### src/rtl/dmem_arbiter.sv
// Shares data_ram between the CPU port (priority) and an external port, with an anti-starvation counter.
// Latency: ack is high in the cycle after edge N+ACCESS_CYCLES when the request is accepted at edge N.
// Backpressure: requesters hold their level request until ack; inputs are sampled only while IDLE.
module dmem_arbiter #(
  parameter int ADDRESS_BUS_WIDTH = 10,
  parameter int DATA_BUS_WIDTH    = 64,
  parameter int ACCESS_CYCLES     = 2,
  parameter int STARVE_LIMIT      = 4
) (
  input  logic                         clk,
  input  logic                         reset,
  input  logic                         cpu_req,
  input  logic                         cpu_we,
  input  logic [ADDRESS_BUS_WIDTH-1:0] cpu_addr,
  input  logic [DATA_BUS_WIDTH-1:0]    cpu_wdata,
  output logic [DATA_BUS_WIDTH-1:0]    cpu_rdata,
  output logic                         cpu_ack,
  input  logic                         ext_req,
  input  logic                         ext_we,
  input  logic [ADDRESS_BUS_WIDTH-1:0] ext_addr,
  input  logic [DATA_BUS_WIDTH-1:0]    ext_wdata,
  output logic [DATA_BUS_WIDTH-1:0]    ext_rdata,
  output logic                         ext_ack,
  output logic                         mem_cs,
  output logic                         mem_read,
  output logic                         mem_write,
  output logic [ADDRESS_BUS_WIDTH-1:0] mem_addr,
  output logic [DATA_BUS_WIDTH-1:0]    mem_wdata,
  input  logic [DATA_BUS_WIDTH-1:0]    mem_rdata,
  output logic                         busy,
  output logic                         grant_ext
);

  typedef enum logic [1:0] {IDLE, ACCESS, DONE} state_t;

  typedef struct packed {
    logic                         we;
    logic [ADDRESS_BUS_WIDTH-1:0] addr;
    logic [DATA_BUS_WIDTH-1:0]    wdata;
  } txn_t;

  state_t     state, state_nxt;
  logic [3:0] cnt;
  logic [3:0] starve_cnt;
  txn_t       txn;
  logic       owner_ext;
  logic       arb_go;
  logic       ext_win;
  logic       last_beat;

  always_comb begin
    arb_go    = (state == IDLE) && (cpu_req || ext_req);
    ext_win   = ext_req && (!cpu_req || (starve_cnt >= 4'(STARVE_LIMIT)));
    last_beat = (state == ACCESS) && (cnt == 4'(ACCESS_CYCLES - 1));
  end

  always_ff @(posedge clk or negedge reset) begin
    if (!reset) state <= IDLE;
    else        state <= state_nxt;
  end

  always_comb begin
    state_nxt = state;
    case (state)
      IDLE:    if (arb_go) state_nxt = ACCESS;
      ACCESS:  if (last_beat) state_nxt = DONE;
      DONE:    state_nxt = IDLE;
      default: state_nxt = IDLE;
    endcase
  end

  always_ff @(posedge clk or negedge reset) begin
    if (!reset) begin
      cnt        <= '0;
      starve_cnt <= '0;
      txn        <= '0;
      owner_ext  <= 1'b0;
      cpu_rdata  <= '0;
      ext_rdata  <= '0;
    end else begin
      case (state)
        IDLE: begin
          if (arb_go) begin
            txn       <= ext_win ? {ext_we, ext_addr, ext_wdata} : {cpu_we, cpu_addr, cpu_wdata};
            owner_ext <= ext_win;
            cnt       <= '0;
          end
          // Only a lost arbitration with ext waiting ages the counter.
          if (!ext_req || ext_win)
            starve_cnt <= '0;
          else if (starve_cnt < 4'(STARVE_LIMIT))
            starve_cnt <= starve_cnt + 4'd1;
        end
        ACCESS: begin
          cnt <= last_beat ? 4'd0 : cnt + 4'd1;
          if (last_beat && !txn.we) begin
            if (owner_ext) ext_rdata <= mem_rdata;
            else           cpu_rdata <= mem_rdata;
          end
        end
        default: ;
      endcase
    end
  end

  // Strobes and acks decode straight from state so a reset drops them immediately.
  assign mem_cs    = (state == ACCESS);
  assign mem_read  = mem_cs && !txn.we;
  assign mem_write = mem_cs && txn.we;
  assign mem_addr  = mem_cs ? txn.addr  : '0;
  assign mem_wdata = mem_cs ? txn.wdata : '0;
  assign busy      = (state != IDLE);
  assign grant_ext = busy && owner_ext;
  assign cpu_ack   = (state == DONE) && !owner_ext;
  assign ext_ack   = (state == DONE) && owner_ext;

endmodule

### config.mk
export PLATFORM = sky130hd
export DESIGN_NAME = dmem_arbiter
export DESIGN_NICKNAME = d
export VERILOG_FILES = /design/src/rtl/dmem_arbiter.sv
export SDC_FILE = /design/constraint.sdc
export NUM_CORES = 1
export LEC_CHECK = 0
export ABC_AREA = 1
export ABC_CLOCK_PERIOD_IN_PS = 2300
export CAP_MARGIN = 20
export CORE_MARGIN = 2
export CORE_UTILIZATION = 40
export DETAILED_ROUTE_END_ITERATION = 12
export DONT_BUFFER_PORTS = 1
export GPL_ROUTABILITY_DRIVEN = 0
export REMOVE_ABC_BUFFERS = 1
export SLEW_MARGIN = 20
export SYNTH_ARGS = -nofsm -noshare
export SYNTH_HDL_FRONTEND = slang
export SYNTH_SLANG_ARGS = --single-unit
export TNS_END_PERCENT = 1
### constraint.sdc
create_clock -name clk -period 2.3 [get_ports clk]
set_input_delay 0.345 -clock clk [delete_from_list [all_inputs] [get_ports clk]]
set_output_delay 0.345 -clock clk [all_outputs]
set_load 0.02 [all_outputs]
# After elaboration in Yosys (flattened, before gate mapping)
# Cells that the tools add are included.
dict set report word_totals {
  regBits 214
  word_cells 56
  inputBits 218
  output_inout_bits 209
}
dict set report classes {
  addsub 2
  order_cmp 2
  reduce_logical 26
  n_bitwise 1
  n_eq_ne 5
  n_mux 11
}
# operator count
set ops {}
lappend ops {{75-bit two-way mux} 1}
lappend ops {{64-bit two-way mux} 1}
lappend ops {{4-bit two-way mux} 4}
lappend ops {{10-bit two-way mux} 1}
lappend ops {{1-bit logical AND} 9}
lappend ops {{4-bit by 1-bit adder with 4-bit output, second input constant} 2}
lappend ops {{4-bit one-hot mux with 2 select lines} 1}
lappend ops {{2-bit AND reduction} 4}
lappend ops {{3-bit AND reduction} 2}
lappend ops {{2-bit nonzero test} 3}
lappend ops {{4-bit by 1-bit == test with 1-bit output, second input constant} 1}
lappend ops {{4-bit by 3-bit greater-or-equal comparator with 1-bit output, second input constant} 1}
lappend ops {{1-bit logical NOT} 4}
lappend ops {{4-bit by 3-bit < comparator with 1-bit output, second input constant} 1}
lappend ops {{2-bit two-way mux} 2}
lappend ops {{2-bit one-hot mux with 2 select lines} 1}
lappend ops {{1-bit logical OR} 3}
lappend ops {{2-bit by 1-bit == test with 1-bit output, second input constant} 1}
lappend ops {{2-bit == test, second input constant} 1}
lappend ops {{2-bit logical NOT} 1}
lappend ops {{2-bit by 1-bit inequality test with 1-bit output, second input constant} 1}
lappend ops {{2-bit inequality test, second input constant} 1}
lappend ops {{1-bit inverter} 1}

# Depth between registers and ports, before layout
# Gate-level depths: netlist of run 1.
dict set report logic_depth {
  ltp_word 6
  ltp_mapped 8
}

# Worst setup path after synthesis of run 1
# OpenSTA, ideal clock, no wires.
dict set report synth_timing {
  path_kind {flip-flop to output port}
  startpoint {register owner_ext}
  endpoint {output port ext_ack}
  path_stages_with_launch 6
  path_slack_ns 0.546
  n_path_buf 3
  arrival_ns 1.409
  path_cell_list {dfrtp_1 clkbuf_1 inv_1 buf_2 buf_1 nor3_1}
}
dict set report synth_via {
  elab_chain_cells 1
}
# element line
set synth_rtl {}
lappend synth_rtl {{start, declared} 46} ;# logic owner_ext;
lappend synth_rtl {{start signal, assigned} 85} ;# owner_ext <= ext_win;
lappend synth_rtl {{1-bit logical AND} 115} ;# assign ext_ack = (state == DONE) && owner_ext;
lappend synth_rtl {{end, declared} 23} ;# output logic ext_ack,
# No other way between the ends.

# Worst setup path after layout of run 1
dict set report layout_timing {
  startpoint {register state[1]}
  endpoint {output port mem_addr[7]}
}
dict set report layout_via {
  elab_chain_cells 2
}
# element line
set layout_rtl {}
lappend layout_rtl {{start, declared} 42} ;# state_t state, state_nxt;
lappend layout_rtl {{start signal, assigned} 59} ;# else state <= state_nxt;
lappend layout_rtl {{2-bit by 1-bit == test with 1-bit output} 107} ;# assign mem_cs = (state == ACCESS);
lappend layout_rtl {{10-bit two-way mux} 110} ;# assign mem_addr = mem_cs ? txn.addr : '0;
lappend layout_rtl {{end, declared} 27} ;# output logic [ADDRESS_BUS_WIDTH-1:0] mem_addr,
# No other way between the ends.

==> qor.yml, run 1 <==
endpoint_kind: "primary output"
clockBufferDepth: 3
drt-initial-drc-count: 755
drtAntennaViolNets: 0
critical_path_class: "reg2out"
hold_class: "in2async"
multiInputGateArea_sq_um: 3790
critPathLaunch: "state[1]"
ys_seq_area_share_pct: 51.3
rows: 59
num_vias: 9206
clock_power_share_pct: 19.6
syn-cell-area_sq_um: 10400
routedWlPerCell_microns: 16.2
ys_types: 20
postCtsHoldBufs: 64
die_y_microns: 166
clkSlewWorstSetupHoldPaths_ns: 0.06
ir_drop_mv: 0.770
finalInstanceArea_sq_um: 12500
n_fill_cell: 2497
grt_pass1_vias: 8604
cts_tree: "yes"
arrival_ns: 1.93
synthToLayoutAreaGrowth_pct: 19.5
yosys_register_bits: 214
p_comb_share_pct: 36.9
power_frac_seq_pct: 43.5
io_buffers: 0
root_buffer: "clkbuf_16"
fin_worst_skew_ns: 0.00709
maxCapViolations: 0
core_area_sq_um: 25800
pre_cts_slack_ns: 0.417
rr_startpoint: "cnt[1]"
cts_sinks: 214
antenna_found_initial: 1
swShare_pct: 46.7
rsz0062_at_grt: "yes"
max_freq_ghz: 0.440
synth_adder_area_share_pct: 0.359
intPower_mw: 10.3
drive_gt1_share_pct: 7.90
synth.area.top_cells: "dfrtp_1 51%, nand2_1 18%, nand3_1 14%, inv_1 8.4%, nor2_1 2.9%"
critPathRequiredTime_ns: 1.96
outcome: "finished, violations left"
fin_nets: 1711
p_leak_nw: 7.03
synth.area.mux_share_pct: 0
hpwl_microns: 20100
slew_headroom_pct: 41.7
grt_pass1_wl_microns: 47100
place_area_sq_um: 11100
p_per_area_nw_per_um2: 1550
startpoint_type: "flop"
die_w_microns: 166
first_pass_iters: 5
cts_buffers: 23
hold_viol: 214
worst_pin_slew_ns: 0.875
synth_area_leader_cell: "dfrtp_1"
finalSetupTns_ns: 0
grt-ovfl-total: 0
slew_violations: 0
fin_crit_sh_pct: 98.7
syn_inst: 1426
htree_levels: 1
p_switching_mw: 9.03
post-cts-setup-buffers: 0
synth_top_area_share_pct: 51.3
clk_latency_ns: 0.50
violations: "hold timing"
register_area_sq_um: 5360
vias_per_cell: 5.00
fp.dieArea_sq_um: 27400
hold_slack_ns: -0.447
synthXorXnorAreaFrac_pct: 0.168
path_max_fanout: 62
pin_count: 427
yosys.area_share.simple_pct: 35.1
routed_wl_microns: 29900
setup_violations: 0
grt_start_max_net_pins: 215
syn-mean-instance-area_sq_um: 7.33
synth_top_family_by_area: "simple AND/OR/NAND/NOR gates"
ys_warn_count: 0
final.setup.worst_slack_ns: 0.0297
fin_crit_ns: 2.27
synth_compound_area_share_pct: 0.287
track_usage_pct: 20.8
start_util_pct: 40.4
drc: 0
## path summary, 6_finish.rpt
kind	depth (start not counted)	end	slack (ns)
setup / recovery	4	mem_addr[7]	0.03
hold / removal	0	txn[63]	-0.45
max in group asynchronous	0	cpu_rdata[49]	2.37
hold reg to reg	2	txn[32]	0.48
setup reg to reg	8	ext_rdata[21]	0.38
min in group clk	2	cpu_rdata[31]	0.04
## per-stage QoR
step                util [%]  power (mW)  cells
floorplan                  -        12.8   1335
global placement        42.8        15.3   1736
detailed placement      42.8        15.5   1736
CTS                     48.3        19.5   1841
global route            48.3        20.7   1842
finish                  48.3        19.3   1842
## power by group through the flow
stage	combinational (mW)	sequential, mW	clock [mW]
2_1_floorplan	4.74	8.05	0
3_3_place_gp	6.89	8.42	0
3_5_place_dp	7.06	8.44	0
4_1_cts	7.21	8.40	3.90
5_1_grt	7.98	8.63	4.05
6_report	7.14	8.41	3.78
## synthesized netlist by cell type, drive strengths merged
library cell and n:
nand4 1, nand3 288, nand2 498, ha 3, buf 65, clkbuf 26
xor2 1, nor3 2, xnor2 1, nor2 84, o21ai 6, inv 237
dfrtp 214
## layout by cell type, fill, tap and decap left out, types with 2 or more instances in the layout
cell type	Yosys	final
o21ai_0	5	5
clkbuf_8	0	4
inv_2	2	3
nand2_1	497	495
buf_12	0	10
nand3_2	2	2
nor2_2	3	7
ha_1	3	3
dfrtp_1	214	213
nor2_1	81	76
dlygate4sd3_1	0	64
inv_1	235	234
nor3_1	2	2
nand3_1	286	286
clkbuf_16	0	23
buf_4	20	56
nand2_2	1	2
bufinv_16	0	3
clkbuf_1	26	6
clkinv_2	0	3
## sequential cells by signal (all words and copies together) (netlist names)
signal and flops:
txn 75, owner_ext 1, cpu_rdata 64, cnt 4
starve_cnt 4, state 2, ext_rdata 64
## timing repair
| item | 4_1_cts | 5_1_grt |
|---|---|---|
| setup endpoints to repair | 0 | 33 |
| resized for setup | 0 | 4 |
| endpoints found under the hold margin | 341 | 214 |
## critical path: stages, from the launching register on
cell,delay [ns]
dfrtp_1,0.40
inv_1,0.14
nand2_4,0.17
buf_12,0.24
nor2_1,0.40
## kinds of logic after synthesis
family,Yosys count
and+or+nand+nor,873
buffers and inverters,328
DFF,214
AOI/OAI and AO/OA,6
adders and majority gates,3
xor gates and xnor gates,2
## layer usage
layer | global-route usage [%] | part of all wire, %
met1 | 26.9 | 41
met2 | 35.4 | 48
met3 | 5.23 | 8.9
met4 | 4.42 | 1.5
met5 | 0 | 0
## area by class of cell
class / count / share of cell area, %
repair buffers: 130 / 10.1
clock inverters: 8 / 0.972
multi-input cells: 884 / 30.3
inverters: 237 / 7.12
clock buffers: 33 / 5.23
diodes: 1 / 0.0200
well taps: 335 / 3.36
flip-flops and latches: 214 / 42.9
No activity file was read; power rests on OpenSTA's default activity.
==> inputs of run 2 (changes only) <==
--- a/config.mk
+++ b/config.mk
@@ -6,7 +6,7 @@
 export NUM_CORES = 1
 export LEC_CHECK = 0
 export ABC_AREA = 1
-export ABC_CLOCK_PERIOD_IN_PS = 2300
+export ABC_CLOCK_PERIOD_IN_PS = 2200
 export CAP_MARGIN = 20
 export CORE_MARGIN = 2
 export CORE_UTILIZATION = 40
==> constraint.sdc (replaced) <==
create_clock -name clk -period 2.2 [get_ports clk]
set_input_delay 0.33 -clock clk [delete_from_list [all_inputs] [get_ports clk]]
set_output_delay 0.33 -clock clk [all_outputs]
set_load 0.02 [all_outputs]
==> qor.yml, run 2 (same netlist as run 1, synthesis figures left out) <==
hpwl_microns: 20200  # +0.64%
rsz0062_at_grt: "no"
drtAntennaViolNets: 0  # unchanged
grt_pass1_vias: 8740  # +1.6%
clkSlewWorstSetupHoldPaths_ns: 0.06  # about the same
hold_class: "in2async"
drt-initial-drc-count: 670  # -11%
startpoint_type: "flop"
hold_slack_ns: -0.477  # -0.0297 ns
final_common_cell: "nand2_1"
top_register: "txn"
p_leak_nw: 7.26  # +3.4%
fp.dieArea_sq_um: 27400  # unchanged
cts_tree: "yes"
synthToLayoutAreaGrowth_pct: 22.8
io_buffers: 0  # unchanged
hold_viol: 214  # unchanged
post-cts-setup-buffers: 0  # unchanged
drive_gt1_share_pct: 10.1  # +2.2 points
postCtsHoldBufs: 64  # unchanged
antenna_found_initial: 0  # -1
final.setup.worst_slack_ns: 0.110  # +0.0800 ns
p_total_mw: 21.0  # +8.6%
grt-ovfl-total: 0  # unchanged
largest_reg_flops: 75  # unchanged
path_max_fanout: 60  # -3.2%
maxCapViolations: 0  # unchanged
htree_levels: 1  # unchanged
start_util_pct: 40.4  # unchanged
timing.reg2reg.worst_path_depth: 8  # unchanged
pre_cts_slack_ns: 0.357  # -0.0599 ns
num_vias: 9305  # +1.1%
post_cts_resized: 0  # unchanged
die_y_microns: 166  # unchanged
outcome: "finished, violations left"
cts_buffers: 25  # +8.7%
critPathRequiredTime_ns: 1.87  # -0.09 ns
root_buffer: "clkbuf_16"
fin_worst_skew_ns: 0.00549  # -0.00160 ns
utilization_pct: 49.7  # +1.3 points
die_w_microns: 166  # unchanged
vias_per_cell: 4.95  # -0.86%
grt_start_max_net_pins: 215  # unchanged
endpoint_kind: "primary output"
fin_nets: 1746  # +2.0%
routedWlPerCell_microns: 15.7  # -3.2%
cts_sinks: 214  # unchanged
violations: "hold timing"
grt_pass1_wl_microns: 46900  # -0.41%
fin_crit_ns: 2.09
p_per_area_nw_per_um2: 1640  # +5.7%
diodes: 0  # -1
arrival_ns: 1.76  # -0.17 ns
ir_drop_mv: 1.01  # +32%
core_area_sq_um: 25800  # unchanged
worst_pin_slew_ns: 0.793  # -0.0820 ns
clockBufferDepth: 3  # unchanged
track_usage_pct: 20.7  # -0.16 points
fin_crit_sh_pct: 95.0
mostFrequentLayoutCells: "495 x nand2_1, 286 x nand3_1, 234 x inv_1"
setup_violations: 0  # unchanged
reg_top3: "txn (75), cpu_rdata (64), ext_rdata (64)"
critical_path_class: "reg2out"
drc: 0  # unchanged
slew_violations: 0  # unchanged
routed_wl_microns: 29500  # -1.3%
slew_headroom_pct: 47.2  # +5.5 points
clk_latency_ns: 0.50  # about the same
max_freq_ghz: 0.478
rows: 59  # unchanged
first_pass_iters: 6  # +1
pin_count: 427  # unchanged
[run 2: cell count changes in the layout (fill, tap and decap cells not counted), sizes merged]
cell,delta
bufinv,+1
buf,+33
clkinvlp,-1
inv,+1
clkbuf,+1
diode,-1
clkinv,+2
[run 2: worst max-delay path, cell delays in order, from the launching register on]
cell,delay (ns)
dfrtp_1,0.41
inv_1,0.14
nand2_4,0.08
buf_12,0.19
nor2_1,0.23
buf_4,0.19
[run 2: layer usage]
| layer | global-route usage (%) | share of wire [%] |
|---|---|---|
| met2 | 35.0 | 49 |
| met3 | 5.19 | 8.2 |
| met1 | 26.7 | 41 |
| met5 | 0 | 0 |
| met4 | 4.84 | 2.0 |
[run 2: cell type report]
cell class / count / area (sq um)
Multi-Input combinational cell: 884 / 3780
Fill cell: 2602 / 13000
Inverter: 237 / 890
Clock buffer: 34 / 729
Timing Repair Buffer: 163 / 1500
Tap cell: 335 / 419
Sequential cell: 214 / 5360
Clock inverter: 11 / 163
[run 2: worst paths after layout]
kind | from | to | slack (ns)
min in group clk | cpu_addr[1] | txn[65] | 0.04
max in group asynchronous | reset | txn[46] | 2.01
setup / recovery | state[1] | mem_wdata[54] | 0.11
setup reg to reg | cnt[1] | ext_rdata[12] | 0.35
hold / removal | reset | txn[56] | -0.48
hold reg to reg | txn[23] | txn[23] | 0.48
[run 2: stage by stage]
step                      cells  hold slack, ns  setup TNS [ns]  instance area [sq um]
after global routing       1878          -0.511               0                  12800
final                      1878          -0.477               0                  12800
after detailed placement   1769          0.0420               0                  11300
after global placement     1769          0.0421               0                  11300
after CTS                  1878          -0.508               0                  12800
after floorplan            1335          0.0344         -549.33                   9990
[run 2: report_power, final]
part	switching, mW	internal (mW)
logic	5.00	2.83
clock network	1.60	2.79
registers	2.89	5.89
total	9.48	11.5
